===== config.mk =====
export PLATFORM = sky130hd
export DESIGN_NAME = spi_flash_responder
export DESIGN_NICKNAME = d
export VERILOG_FILES = /design/src/rtl/spi_flash_pkg.sv /design/src/rtl/spi_flash_responder_sync.sv /design/src/rtl/spi_flash_responder.sv
export SDC_FILE = /design/constraint.sdc
export NUM_CORES = 2
export LEC_CHECK = 0
export ABC_AREA = 1
export ABC_CLOCK_PERIOD_IN_PS = 21500
export CORE_ASPECT_RATIO = 1.2
export CORE_MARGIN = 1.5
export CORE_UTILIZATION = 28
export DETAILED_ROUTE_END_ITERATION = 8
export PLACE_DENSITY = 0.45
export SYNTH_ARGS = -nofsm -noshare
export SYNTH_HDL_FRONTEND = slang
export SYNTH_SLANG_ARGS = --single-unit

===== constraint.sdc =====
create_clock -name clk -period 21.5 [get_ports clk]
set_clock_uncertainty 0.2 [all_clocks]
set_input_delay 4.3 -clock clk [delete_from_list [all_inputs] [get_ports clk]]
set_output_delay 4.3 -clock clk [all_outputs]
set_load 0.02 [all_outputs]

===== src/rtl/spi_flash_pkg.sv =====
// Shared opcodes, FSM encoding and status-register layout for the SPI flash responder.
package spi_flash_pkg;

  localparam logic [7:0] CMD_READ  = 8'h03;
  localparam logic [7:0] CMD_FREAD = 8'h0B;
  localparam logic [7:0] CMD_PP    = 8'h02;
  localparam logic [7:0] CMD_RDSR  = 8'h05;
  localparam logic [7:0] CMD_RDID  = 8'h9F;
  localparam logic [7:0] CMD_WREN  = 8'h06;
  localparam logic [7:0] CMD_WRDI  = 8'h04;

  localparam int SR_WIP = 0;
  localparam int SR_WEL = 1;

  typedef enum logic [3:0] {
    ST_IDLE,
    ST_CMD,
    ST_ADDR,
    ST_DUMMY,
    ST_RD,
    ST_PROG,
    ST_STATUS,
    ST_JEDEC,
    ST_IGNORE
  } state_e;

  // WIP is always 0: programming completes instantly in this model.
  function automatic logic [7:0] status_byte(input logic wel_bit);
    logic [7:0] sr;
    sr         = '0;
    sr[SR_WEL] = wel_bit;
    sr[SR_WIP] = 1'b0;
    return sr;
  endfunction

endpackage


===== src/rtl/spi_flash_responder_sync.sv =====
// Two-flop synchronizer with a delayed copy of the synchronized level for edge pulses.
module spi_edge_sync #(
  parameter logic RST_VAL = 1'b0
) (
  input  logic clk,
  input  logic rst,
  input  logic d,
  output logic level,
  output logic rise,
  output logic fall
);

  logic meta_q, sync_q, prev_q;

  always_ff @(posedge clk or posedge rst) begin
    if (rst) begin
      meta_q <= RST_VAL;
      sync_q <= RST_VAL;
      prev_q <= RST_VAL;
    end else begin
      // NOTE: non-blocking assignments so every flop samples the pre-edge value of its source.
      meta_q <= d;
      sync_q <= meta_q;
      prev_q <= sync_q;
    end
  end

  assign level = sync_q;
  assign rise  = sync_q & ~prev_q;
  assign fall  = ~sync_q & prev_q;

endmodule


===== src/rtl/spi_flash_responder.sv =====
// SPI mode-0 serial NOR flash emulator: READ/FAST READ/RDSR/RDID/WREN/WRDI/PP over a byte array.
module spi_flash_responder
  import spi_flash_pkg::*;
#(
  parameter int          MEM_AW   = 8,
  parameter logic [23:0] JEDEC_ID = 24'hEF4018
) (
  input  logic              clk,
  input  logic              rst,
  input  logic              spi_cs_n,
  input  logic              spi_sclk,
  input  logic              spi_mosi,
  output logic              spi_miso,
  input  logic              ld_we,
  input  logic [MEM_AW-1:0] ld_addr,
  input  logic [7:0]        ld_data,
  output logic              active,
  output logic [7:0]        last_cmd,
  output logic              wel
);

  localparam int                PAGE_BITS = (MEM_AW < 8) ? MEM_AW : 8;
  localparam logic [MEM_AW-1:0] PAGE_MASK = MEM_AW'((1 << PAGE_BITS) - 1);

  logic cs_lvl, cs_rise, cs_fall;
  logic sclk_lvl, sclk_rise, sclk_fall;
  logic mosi_lvl, mosi_rise, mosi_fall;
  logic unused_sync;

  // CS chain resets to the asserted level so a CS held low through reset never fakes a frame start.
  spi_edge_sync #(.RST_VAL(1'b0)) u_cs_sync (
    .clk(clk), .rst(rst), .d(spi_cs_n), .level(cs_lvl), .rise(cs_rise), .fall(cs_fall)
  );
  spi_edge_sync #(.RST_VAL(1'b0)) u_sclk_sync (
    .clk(clk), .rst(rst), .d(spi_sclk), .level(sclk_lvl), .rise(sclk_rise), .fall(sclk_fall)
  );
  spi_edge_sync #(.RST_VAL(1'b0)) u_mosi_sync (
    .clk(clk), .rst(rst), .d(spi_mosi), .level(mosi_lvl), .rise(mosi_rise), .fall(mosi_fall)
  );

  assign unused_sync = ^{sclk_lvl, mosi_rise, mosi_fall};

  state_e            state_q, state_d;
  logic [2:0]        bit_cnt_q;
  logic [1:0]        byte_cnt_q;
  logic [1:0]        id_idx_q;
  logic [7:0]        shift_q;
  logic [6:0]        tx_shift_q;
  logic              miso_q;
  logic              wel_q;
  logic              cs_armed_q;
  logic [7:0]        last_cmd_q;
  logic [MEM_AW-1:0] addr_q;
  logic [7:0]        rd_data_q;
  logic [7:0]        mem_q [(1 << MEM_AW)];

  logic [7:0]        rx_byte;
  logic              byte_done;
  logic              addr_last;
  logic              tx_active;
  logic [MEM_AW-1:0] addr_shift;
  logic [MEM_AW-1:0] addr_pp;
  logic [7:0]        tx_src;
  logic              mem_we, mem_re;
  logic [MEM_AW-1:0] mem_waddr, mem_raddr;
  logic [7:0]        mem_wdata;

  assign rx_byte    = {shift_q[6:0], mosi_lvl};
  assign byte_done  = sclk_rise && (bit_cnt_q == 3'd7) && (state_q != ST_IDLE);
  assign addr_last  = (byte_cnt_q == 2'd3);
  assign tx_active  = (state_q == ST_RD) || (state_q == ST_STATUS) || (state_q == ST_JEDEC);
  assign addr_shift = {addr_q[MEM_AW-2:0], mosi_lvl};
  // Programming wraps inside the 256-byte page; the page number is untouched.
  assign addr_pp    = (addr_q & ~PAGE_MASK) | ((addr_q + MEM_AW'(1)) & PAGE_MASK);

  always_ff @(posedge clk or posedge rst) begin
    if (rst) state_q <= ST_IDLE;
    else     state_q <= state_d;
  end

  always_comb begin
    // NOTE: every variable gets a default before any branch so no path can infer a latch.
    state_d   = state_q;
    tx_src    = 8'hFF;
    mem_we    = 1'b0;
    mem_waddr = addr_q;
    mem_wdata = rx_byte;
    mem_re    = 1'b0;
    mem_raddr = addr_q;

    if (cs_rise) begin
      state_d = ST_IDLE;
    end else begin
      case (state_q)
        ST_IDLE: if (cs_fall) state_d = ST_CMD;
        ST_CMD: begin
          if (byte_done) begin
            case (rx_byte)
              CMD_READ, CMD_FREAD, CMD_PP: state_d = ST_ADDR;
              CMD_RDSR:                    state_d = ST_STATUS;
              CMD_RDID:                    state_d = ST_JEDEC;
              default:                     state_d = ST_IGNORE;
            endcase
          end
        end
        ST_ADDR: begin
          if (byte_done && addr_last) begin
            if (last_cmd_q == CMD_FREAD)   state_d = ST_DUMMY;
            else if (last_cmd_q == CMD_PP) state_d = ST_PROG;
            else                           state_d = ST_RD;
          end
        end
        ST_DUMMY: if (byte_done) state_d = ST_RD;
        default: ;
      endcase
    end

    case (state_q)
      ST_RD:     tx_src = rd_data_q;
      ST_STATUS: tx_src = status_byte(wel_q);
      ST_JEDEC: begin
        case (id_idx_q)
          2'd0:    tx_src = JEDEC_ID[23:16];
          2'd1:    tx_src = JEDEC_ID[15:8];
          2'd2:    tx_src = JEDEC_ID[7:0];
          default: tx_src = 8'hFF;
        endcase
      end
      default: ;
    endcase

    // Load port has priority; a colliding PROG byte is simply lost.
    if (ld_we) begin
      mem_we    = 1'b1;
      mem_waddr = ld_addr;
      mem_wdata = ld_data;
    end else if (byte_done && (state_q == ST_PROG) && wel_q) begin
      mem_we = 1'b1;
    end

    // Reads are issued on the final rising edge so the byte is ready before the next falling edge.
    if (byte_done && (state_q == ST_ADDR) && addr_last && (last_cmd_q != CMD_PP)) begin
      mem_re    = 1'b1;
      mem_raddr = addr_shift;
    end else if (byte_done && (state_q == ST_RD)) begin
      mem_re = 1'b1;
    end
  end

  always_ff @(posedge clk or posedge rst) begin
    if (rst) begin
      bit_cnt_q  <= '0;
      byte_cnt_q <= '0;
      id_idx_q   <= '0;
      shift_q    <= '0;
      tx_shift_q <= '1;
      miso_q     <= 1'b1;
      wel_q      <= 1'b0;
      cs_armed_q <= 1'b0;
      last_cmd_q <= '0;
      addr_q     <= '0;
    end else begin
      if (cs_lvl) cs_armed_q <= 1'b1;

      if (cs_fall) begin
        bit_cnt_q  <= '0;
        byte_cnt_q <= '0;
        id_idx_q   <= '0;
      end else if (sclk_rise && (state_q != ST_IDLE)) begin
        bit_cnt_q <= bit_cnt_q + 3'd1;
        shift_q   <= rx_byte;
        if (bit_cnt_q == 3'd7) byte_cnt_q <= byte_cnt_q + 2'd1;
      end

      if (sclk_rise && (state_q == ST_ADDR)) begin
        if (byte_done && addr_last && (last_cmd_q != CMD_PP)) addr_q <= addr_shift + MEM_AW'(1);
        else                                                  addr_q <= addr_shift;
      end
      if (byte_done && (state_q == ST_RD))   addr_q <= addr_q + MEM_AW'(1);
      if (byte_done && (state_q == ST_PROG)) addr_q <= addr_pp;

      if (byte_done && (state_q == ST_CMD)) begin
        last_cmd_q <= rx_byte;
        if (rx_byte == CMD_WREN)      wel_q <= 1'b1;
        else if (rx_byte == CMD_WRDI) wel_q <= 1'b0;
      end
      if (cs_rise && (state_q == ST_PROG)) wel_q <= 1'b0;

      if (sclk_fall) begin
        if (tx_active) begin
          if (bit_cnt_q == 3'd0) begin
            {miso_q, tx_shift_q} <= tx_src;
            if ((state_q == ST_JEDEC) && (id_idx_q != 2'd3)) id_idx_q <= id_idx_q + 2'd1;
          end else begin
            {miso_q, tx_shift_q} <= {tx_shift_q, 1'b1};
          end
        end else begin
          miso_q <= 1'b1;
        end
      end
      if (cs_rise) miso_q <= 1'b1;
    end
  end

  // NOTE: the array and its read register carry no reset so contents survive rst and map onto RAM.
  always_ff @(posedge clk) begin
    if (mem_we) mem_q[mem_waddr] <= mem_wdata;
    if (mem_re) rd_data_q <= mem_q[mem_raddr];
  end

  assign spi_miso = miso_q;
  assign active   = ~cs_lvl & cs_armed_q;
  assign last_cmd = last_cmd_q;
  assign wel      = wel_q;

endmodule


Yosys cells after proc, flatten, opt, wreduce, memory -nomap -nowiden
Memory sizes are Yosys's and may differ from the RTL's. A register that Yosys moved wholly into a read port is not among the register bits.
Index checks and enable logic that the tools add are counted.
{"block": "classes", "add_sub_neg": 5, "eq_ne": 26, "mux": 43, "bitwise": 10, "n_reduce_logical": 34}
{"operator": "8-bit two-way mux", "n": 7}
{"operator": "8-bit one-hot mux with 3 select lines", "n": 2}
{"operator": "8-bit by 2-bit == test with 1-bit output, second input constant", "n": 3}
{"operator": "8-bit by 3-bit == test with 1-bit output, second input constant", "n": 3}
{"operator": "4-bit two-way mux", "n": 5}
{"operator": "8-bit by 1-bit adder with 8-bit output, second input constant", "n": 2}
{"operator": "4-bit by 3-bit == test with 1-bit output, second input constant", "n": 4}
{"operator": "8-bit by 4-bit == test with 1-bit output, second input constant", "n": 2}
{"operator": "2-bit two-way mux", "n": 8}
{"operator": "4-bit one-hot mux with 4 select lines", "n": 1}
{"operator": "1-bit logical AND", "n": 15}
{"operator": "1-bit two-way mux", "n": 15}
{"operator": "3-bit inequality test, second input constant", "n": 4}
{"operator": "4-bit one-hot mux with 3 select lines", "n": 1}
{"operator": "3-bit two-way mux", "n": 3}
{"operator": "4-bit by 2-bit == test with 1-bit output, second input constant", "n": 2}
{"operator": "8-bit == test, second input constant", "n": 1}
{"operator": "8-bit by 2-bit inequality test with 1-bit output, second input constant", "n": 1}
{"operator": "2-bit AND reduction", "n": 4}
{"operator": "2-bit nonzero test", "n": 4}
{"operator": "7-bit two-way mux", "n": 1}
{"operator": "3-bit nonzero test", "n": 2}
{"operator": "1-bit AND", "n": 5}
{"operator": "1-bit NOT", "n": 5}
{"operator": "other kinds (15)", "n": 18}
{"block": "totals", "register_bits": 52, "ramBits": 2048, "input_bits": 22, "mem_count": 1}
{"name": "mem_q", "depth": 256, "width": 8, "read_ports": 1, "rd_clocked_by_memory_dff": 1, "wr": 1, "line": "spi_flash_responder.sv:55", "text": "logic [7:0] mem_q [(1 << MEM_AW)];"}

Depth between registers and ports, before layout
{"block": "logic_depth", "ltp_word": 10, "depth_mapped": 22, "mapped_depth_nobuf": 19}

By module
A second synthesis with hierarchy kept.
{"block": "unflattened", "hier_cells": 9026, "hier_area_um2": 92740.2}
{"mod": "spi_flash_responder", "n_inst": 1, "cells_per_inst": 9002, "area_each_um2": 92458.7, "seq_area_each_um2": 62850.3}
{"mod": "spi_edge_sync", "n_inst": 3, "cells_per_inst": 8, "area_each_um2": 93.8, "seq_area_each_um2": 75.1}

Least setup slack after synthesis
Ideal clock, no wire load.
{"block": "synth_path", "path_type": "input -> register", "startpoint": "input ld_we", "endpoint": "memory mem_q[0][5], data pin", "t_arrival_ns": 14.616, "t_required_ns": 19.113, "path_slack_ns": 4.497, "path_stages": 3, "cell_sequence": "clkbuf_1 > clkbuf_1 > o21ai_0"}
{"block": "synth_between", "elab_chain_len": 1}
{"element": "start: declaration", "line": "spi_flash_responder.sv:14", "text": "input logic ld_we,"}
{"element": "8-bit two-way mux", "line": "spi_flash_responder.sv:133", "text": "if (ld_we) begin"}
{"element": "named net mem_wdata[5]", "line": "spi_flash_responder.sv:66", "text": "logic [7:0] mem_wdata;"}
{"element": "end: declaration", "line": "spi_flash_responder.sv:55"}
The timed path passes the listed nets, and every way through them passes these cells.

Worst setup path after layout
{"block": "layout_path", "startpoint": "input ld_we", "endpoint": "memory mem_q[44][7] (enable)"}
{"block": "layout_between", "elab_chain_len": 3, "elab_cells_between_ends": 4, "cone_classes": "mux (4)"}
{"element": "1-bit two-way mux", "line": "spi_flash_responder.sv:133"}
{"element": "1-bit two-way mux", "line": "spi_flash_responder.sv:207", "text": "if (mem_we) mem_q[mem_waddr] <= mem_wdata;"}
{"element": "1-bit two-way mux (not written as such)", "line": "spi_flash_responder.sv:207"}
Parallel ways exist; a longest one is shown, timed or not.

==> metrics.txt <==
# TYPE chip_impl_metric gauge
chip_impl_metric{name="start_util",unit="%"} 28.2
chip_impl_metric{name="static-leakage-power",unit="nW"} 41.3
chip_impl_info{name="regToRegEndpoint",value="rd_data_q[5]"} 1
chip_impl_metric{name="ioPinCount",unit=""} 33
chip_impl_metric{name="timing.max_slew.rel_slack",unit="%"} 13.7
chip_impl_metric{name="timing_hold_violations_final",unit=""} 0
chip_impl_metric{name="timing_max_transition_violations_final",unit=""} 0
chip_impl_info{name="hold-path-endpoint",value="u_cs_sync.level"} 1
chip_impl_metric{name="ys_seq_area_share",unit="%"} 68.3
chip_impl_metric{name="final_area",unit="um^2"} 104000
chip_impl_metric{name="netlist_instances",unit=""} 8973
chip_impl_metric{name="postRouteAntennaNets",unit=""} 0
chip_impl_metric{name="dpl.cell_count",unit=""} 12900
chip_impl_info{name="hold_class",value="reg -> reg"} 1
chip_impl_metric{name="cts.reportedPaths.clkPinSlew",unit="ps"} 70
chip_impl_metric{name="cts_resized",unit=""} 0
chip_impl_metric{name="totalWireLength",unit="mm"} 285
chip_impl_metric{name="post_cts_buffers",unit=""} 0
chip_impl_metric{name="final_layout_size_suffix_gt1_share",unit="%"} 5.28
chip_impl_metric{name="tritoncts.num_buffers",unit=""} 211
chip_impl_metric{name="mappedNetlistNets",unit=""} 9007
chip_impl_metric{name="h-tree-depth",unit=""} 4
chip_impl_metric{name="chipWidth",unit="um"} 527
chip_impl_metric{name="io_buffer_count",unit=""} 32
chip_impl_metric{name="ir_worst_vdd",unit="V"} 0.0000630
chip_impl_metric{name="avgSynthCellArea",unit="um^2"} 10.3
chip_impl_metric{name="yosys.cell_types.count",unit=""} 42
chip_impl_metric{name="reg2reg_setup_slack",unit="ps"} 14540
chip_impl_metric{name="timing.setup.tns",unit="ps"} 0
chip_impl_metric{name="clk-insertion-delay-late",unit="ps"} 860
chip_impl_metric{name="cts_hold_buf",unit=""} 0
chip_impl_metric{name="globalRouteTotalUtil",unit="%"} 16.7
chip_impl_metric{name="fp.coreArea",unit="um^2"} 328000
chip_impl_metric{name="utilization",unit="%"} 31.7
chip_impl_metric{name="synth.cell_area",unit="um^2"} 92400
chip_impl_metric{name="areaGrowthSynthToFinish",unit="%"} 12.3
chip_impl_metric{name="worst-endpoint-required",unit="ps"} 21760
chip_impl_metric{name="worst-slew-pin-transition",unit="ps"} 1290
chip_impl_metric{name="worst-r2r-cell-count",unit=""} 21
chip_impl_metric{name="synth.yosys.warnings",unit=""} 0
chip_impl_metric{name="max_cap_viol_count",unit=""} 0
chip_impl_metric{name="route.detailed.drc",unit=""} 0
chip_impl_metric{name="drtIter0Drc",unit=""} 5195
chip_impl_metric{name="finalSetupViolations",unit=""} 0
chip_impl_metric{name="clock_sink_count",unit=""} 2108
chip_impl_metric{name="worstHoldPathCells",unit=""} 0
chip_impl_info{name="cp-start-kind",value="input pin"} 1
chip_impl_metric{name="die_area",unit="um^2"} 333000
chip_impl_info{name="outcome",value="finished, final reports clean"} 1
chip_impl_metric{name="worst-path-max-fanout",unit=""} 26
chip_impl_info{name="worstSetupEndpointType",value="flop"} 1
chip_impl_info{name="cts_tree",value="done"} 1
chip_impl_metric{name="finalCritPeriodShare",unit="%"} 40.0
chip_impl_metric{name="antenna_found_initial",unit=""} 12
chip_impl_metric{name="synth.ff_latch_count",unit=""} 2108
chip_impl_info{name="critical_hold_path_startpoint",value="u_cs_sync.meta_q"} 1
chip_impl_metric{name="fillCellCount",unit=""} 33500
chip_impl_metric{name="gp_congestion",unit=""} 0.843
chip_impl_metric{name="clock_tree.buffer_depth",unit=""} 4
chip_impl_metric{name="instances_no_fill",unit=""} 13300
chip_impl_metric{name="die-height",unit="um"} 632
chip_impl_metric{name="clock.fmax",unit="MHz"} 116
chip_impl_metric{name="fp-row-count",unit=""} 230
chip_impl_metric{name="grt_pass1_wl",unit="mm"} 413
chip_impl_metric{name="maximum_number_of_pins_on_one_net_before_global_route_repair",unit=""} 219
chip_impl_info{name="clock-root-buffer",value="sky130_fd_sc_hd__clkbuf_16"} 1
chip_impl_info{name="reg2reg_from",value="bit_cnt_q[0]"} 1
chip_impl_metric{name="vias_per_cell",unit=""} 4.65
chip_impl_metric{name="hpwl",unit="mm"} 163
chip_impl_metric{name="global_route.overflow_total",unit=""} 0
chip_impl_metric{name="first_global_vias",unit=""} 61400
chip_impl_metric{name="pwr_per_cell_area",unit="nW/um^2"} 91.9
chip_impl_metric{name="placedInstanceArea",unit="um^2"} 96900
chip_impl_metric{name="num_vias",unit=""} 61800
chip_impl_metric{name="drtPass1Iterations",unit=""} 5
chip_impl_metric{name="fin_crit",unit="ps"} 8600
chip_impl_metric{name="timing.critical_path.arrival",unit="ps"} 8850
chip_impl_info{name="rsz0062_at_grt",value="false"} 1
chip_impl_metric{name="layout.nets",unit=""} 8858
chip_impl_info{name="worst-setup-path-type",value="in -> reg"} 1
chip_impl_metric{name="detail_routed_net_length_per_standard_cell",unit="um"} 21.5
## area by class of cell
class / count / area (um^2) / share of cell area, %
Timing Repair Buffer: 129 / 1220 / 1.18
Inverter: 1551 / 5830 / 5.62
Clock buffer: 240 / 5450 / 5.26
Clock inverter: 139 / 1420 / 1.37
Sequential cell: 2108 / 63100 / 60.8
Antenna cell: 1 / 2.50 / 0.00241
Multi-Input combinational cell: 4823 / 21400 / 20.6
Tap cell: 4292 / 5370 / 5.18
## per-layer routing
layer | up-vias | global-route usage (%) | wire (um)
met1 | 30500 | 21.4 | 121000
met2 | 1773 | 29.3 | 141000
met5 | - | 0 | 0
met4 | 0 | 5.52 | 9470
met3 | 455 | 1.83 | 13700
li1 | 29100 | - | -
## power by group
group	leakage [nW]	switching [mW]	internal, mW	total, mW
Combinational	18.6	0.870	0.189	1.06
Clock	3.35	1.61	2.13	3.74
Sequential	19.3	0.0155	4.72	4.74
## per-stage QoR
| stage | power (mW) | hold WS (ps) | setup WS (ps) |
|---|---|---|---|
| CTS | 9.64 | 161 | 12990 |
| global route | 9.84 | 170 | 12670 |
| global placement | 5.91 | 145 | 12090 |
| floorplan | 5.54 | 131 | 4500 |
| finish | 9.54 | 157 | 12900 |
| detailed placement | 5.91 | 136 | 12060 |
## worst max-delay path by stage
stage                      from           end  slack [ps]
after floorplan           ld_we   mem_q[0][5]        4500
after global placement    ld_we  mem_q[27][2]       12090
after detailed placement  ld_we  mem_q[42][3]       12060
after CTS                 ld_we  mem_q[42][7]       12990
after global routing      ld_we  mem_q[26][4]       12670
final                     ld_we  mem_q[44][7]       12900
## cell usage in the layout (no fill, tap or decap), drive strengths merged
master,Yosys,routed
nor3,5,5
nand2,2448,2448
o21ai,137,137
a2bb2oi,1,1
a21oi,9,9
bufinv,0,26
nand4,7,7
a31oi,2,2
nand3,1786,1786
xor2,7,7
clkinv,0,89
buf,372,97
o211ai,68,68
diode,0,1
nor2,311,311
a211oi,1,1
a221oi,1,1
dfstp,8,8
or2,9,9
o22ai,4,4
and2,1,1
o311ai,1,1
and3,1,1
dfrtp,44,44
o221ai,5,5
clkinvlp,0,15
ha,12,12
inv,1551,1560
clkdlybuf4s50,0,32
clkbuf,119,240
o2111ai,3,3
nor4,2,2
edfxtp,2056,2056
a32o,2,2
## Yosys cell counts, drive strengths merged
cell     instances  area, um^2
xor2             7        61.3
a211oi           1        7.51
nand3         1786        8960
a32o             2        20.0
o211ai          68         510
o21ai          137         704
o22ai            4        25.0
nor4             2        12.5
nand2         2448        9220
edfxtp        2056       61700
nor2           311        1190
nand4            7        43.8
o311ai           1        8.76
a21oi            9        45.0
buf            372        1900
nor3             5        25.0
and2             1        6.26
clkbuf         119         447
o221ai           5        43.8
a2bb2oi          1        8.76
dfrtp           44        1100
ha              12         150
a31oi            2        12.5
dfstp            8         210
or2              9        56.3
a221oi           1        8.76
o2111ai          3        26.3
inv           1551        5820
and3             1        6.26
## worst max-delay path, cell delays in order
cell and delay [ps]:
sky130_fd_sc_hd__clkdlybuf4s50_1 450, sky130_fd_sc_hd__buf_4 380, sky130_fd_sc_hd__inv_1 190, sky130_fd_sc_hd__or2_2 300
sky130_fd_sc_hd__o21ai_0 310, sky130_fd_sc_hd__inv_1 140, sky130_fd_sc_hd__nor2_1 990, sky130_fd_sc_hd__nand2_1 940
sky130_fd_sc_hd__nor2_1 800
## sequential cells by signal, summed over array words and instances (netlist names)
signal / flops
addr_q: 8
state_q: 4
spi_miso: 1
tx_shift_q: 7
id_idx_q: 2
last_cmd: 8
u_cs_sync.level: 1
wel: 1
u_sclk_sync.prev_q: 1
byte_cnt_q: 2
cs_armed_q: 1
shift_q: 7
mem_q: 2048
u_mosi_sync.level: 1
u_sclk_sync.meta_q: 1
rd_data_q: 8
u_sclk_sync.level: 1
u_cs_sync.meta_q: 1
bit_cnt_q: 3
u_cs_sync.prev_q: 1
u_mosi_sync.meta_q: 1
## kinds of logic (layout without fill, tap and decap cells)
kind of cell / after synthesis / count (layout) / share of synthesized area, %
and+or+nand+nor: 4570 / 4570 / 21.1
DFF: 2108 / 2108 / 68.3
buffers and inverters: 2042 / 2059 / 8.84
AOI/OAI and AO/OA: 234 / 234 / 1.54
adders and majority gates: 12 / 12 / 0.163
xor gates and xnor gates: 7 / 7 / 0.0664
other: 0 / 1 / 0
No activity file was read; power rests on OpenSTA's default activity.
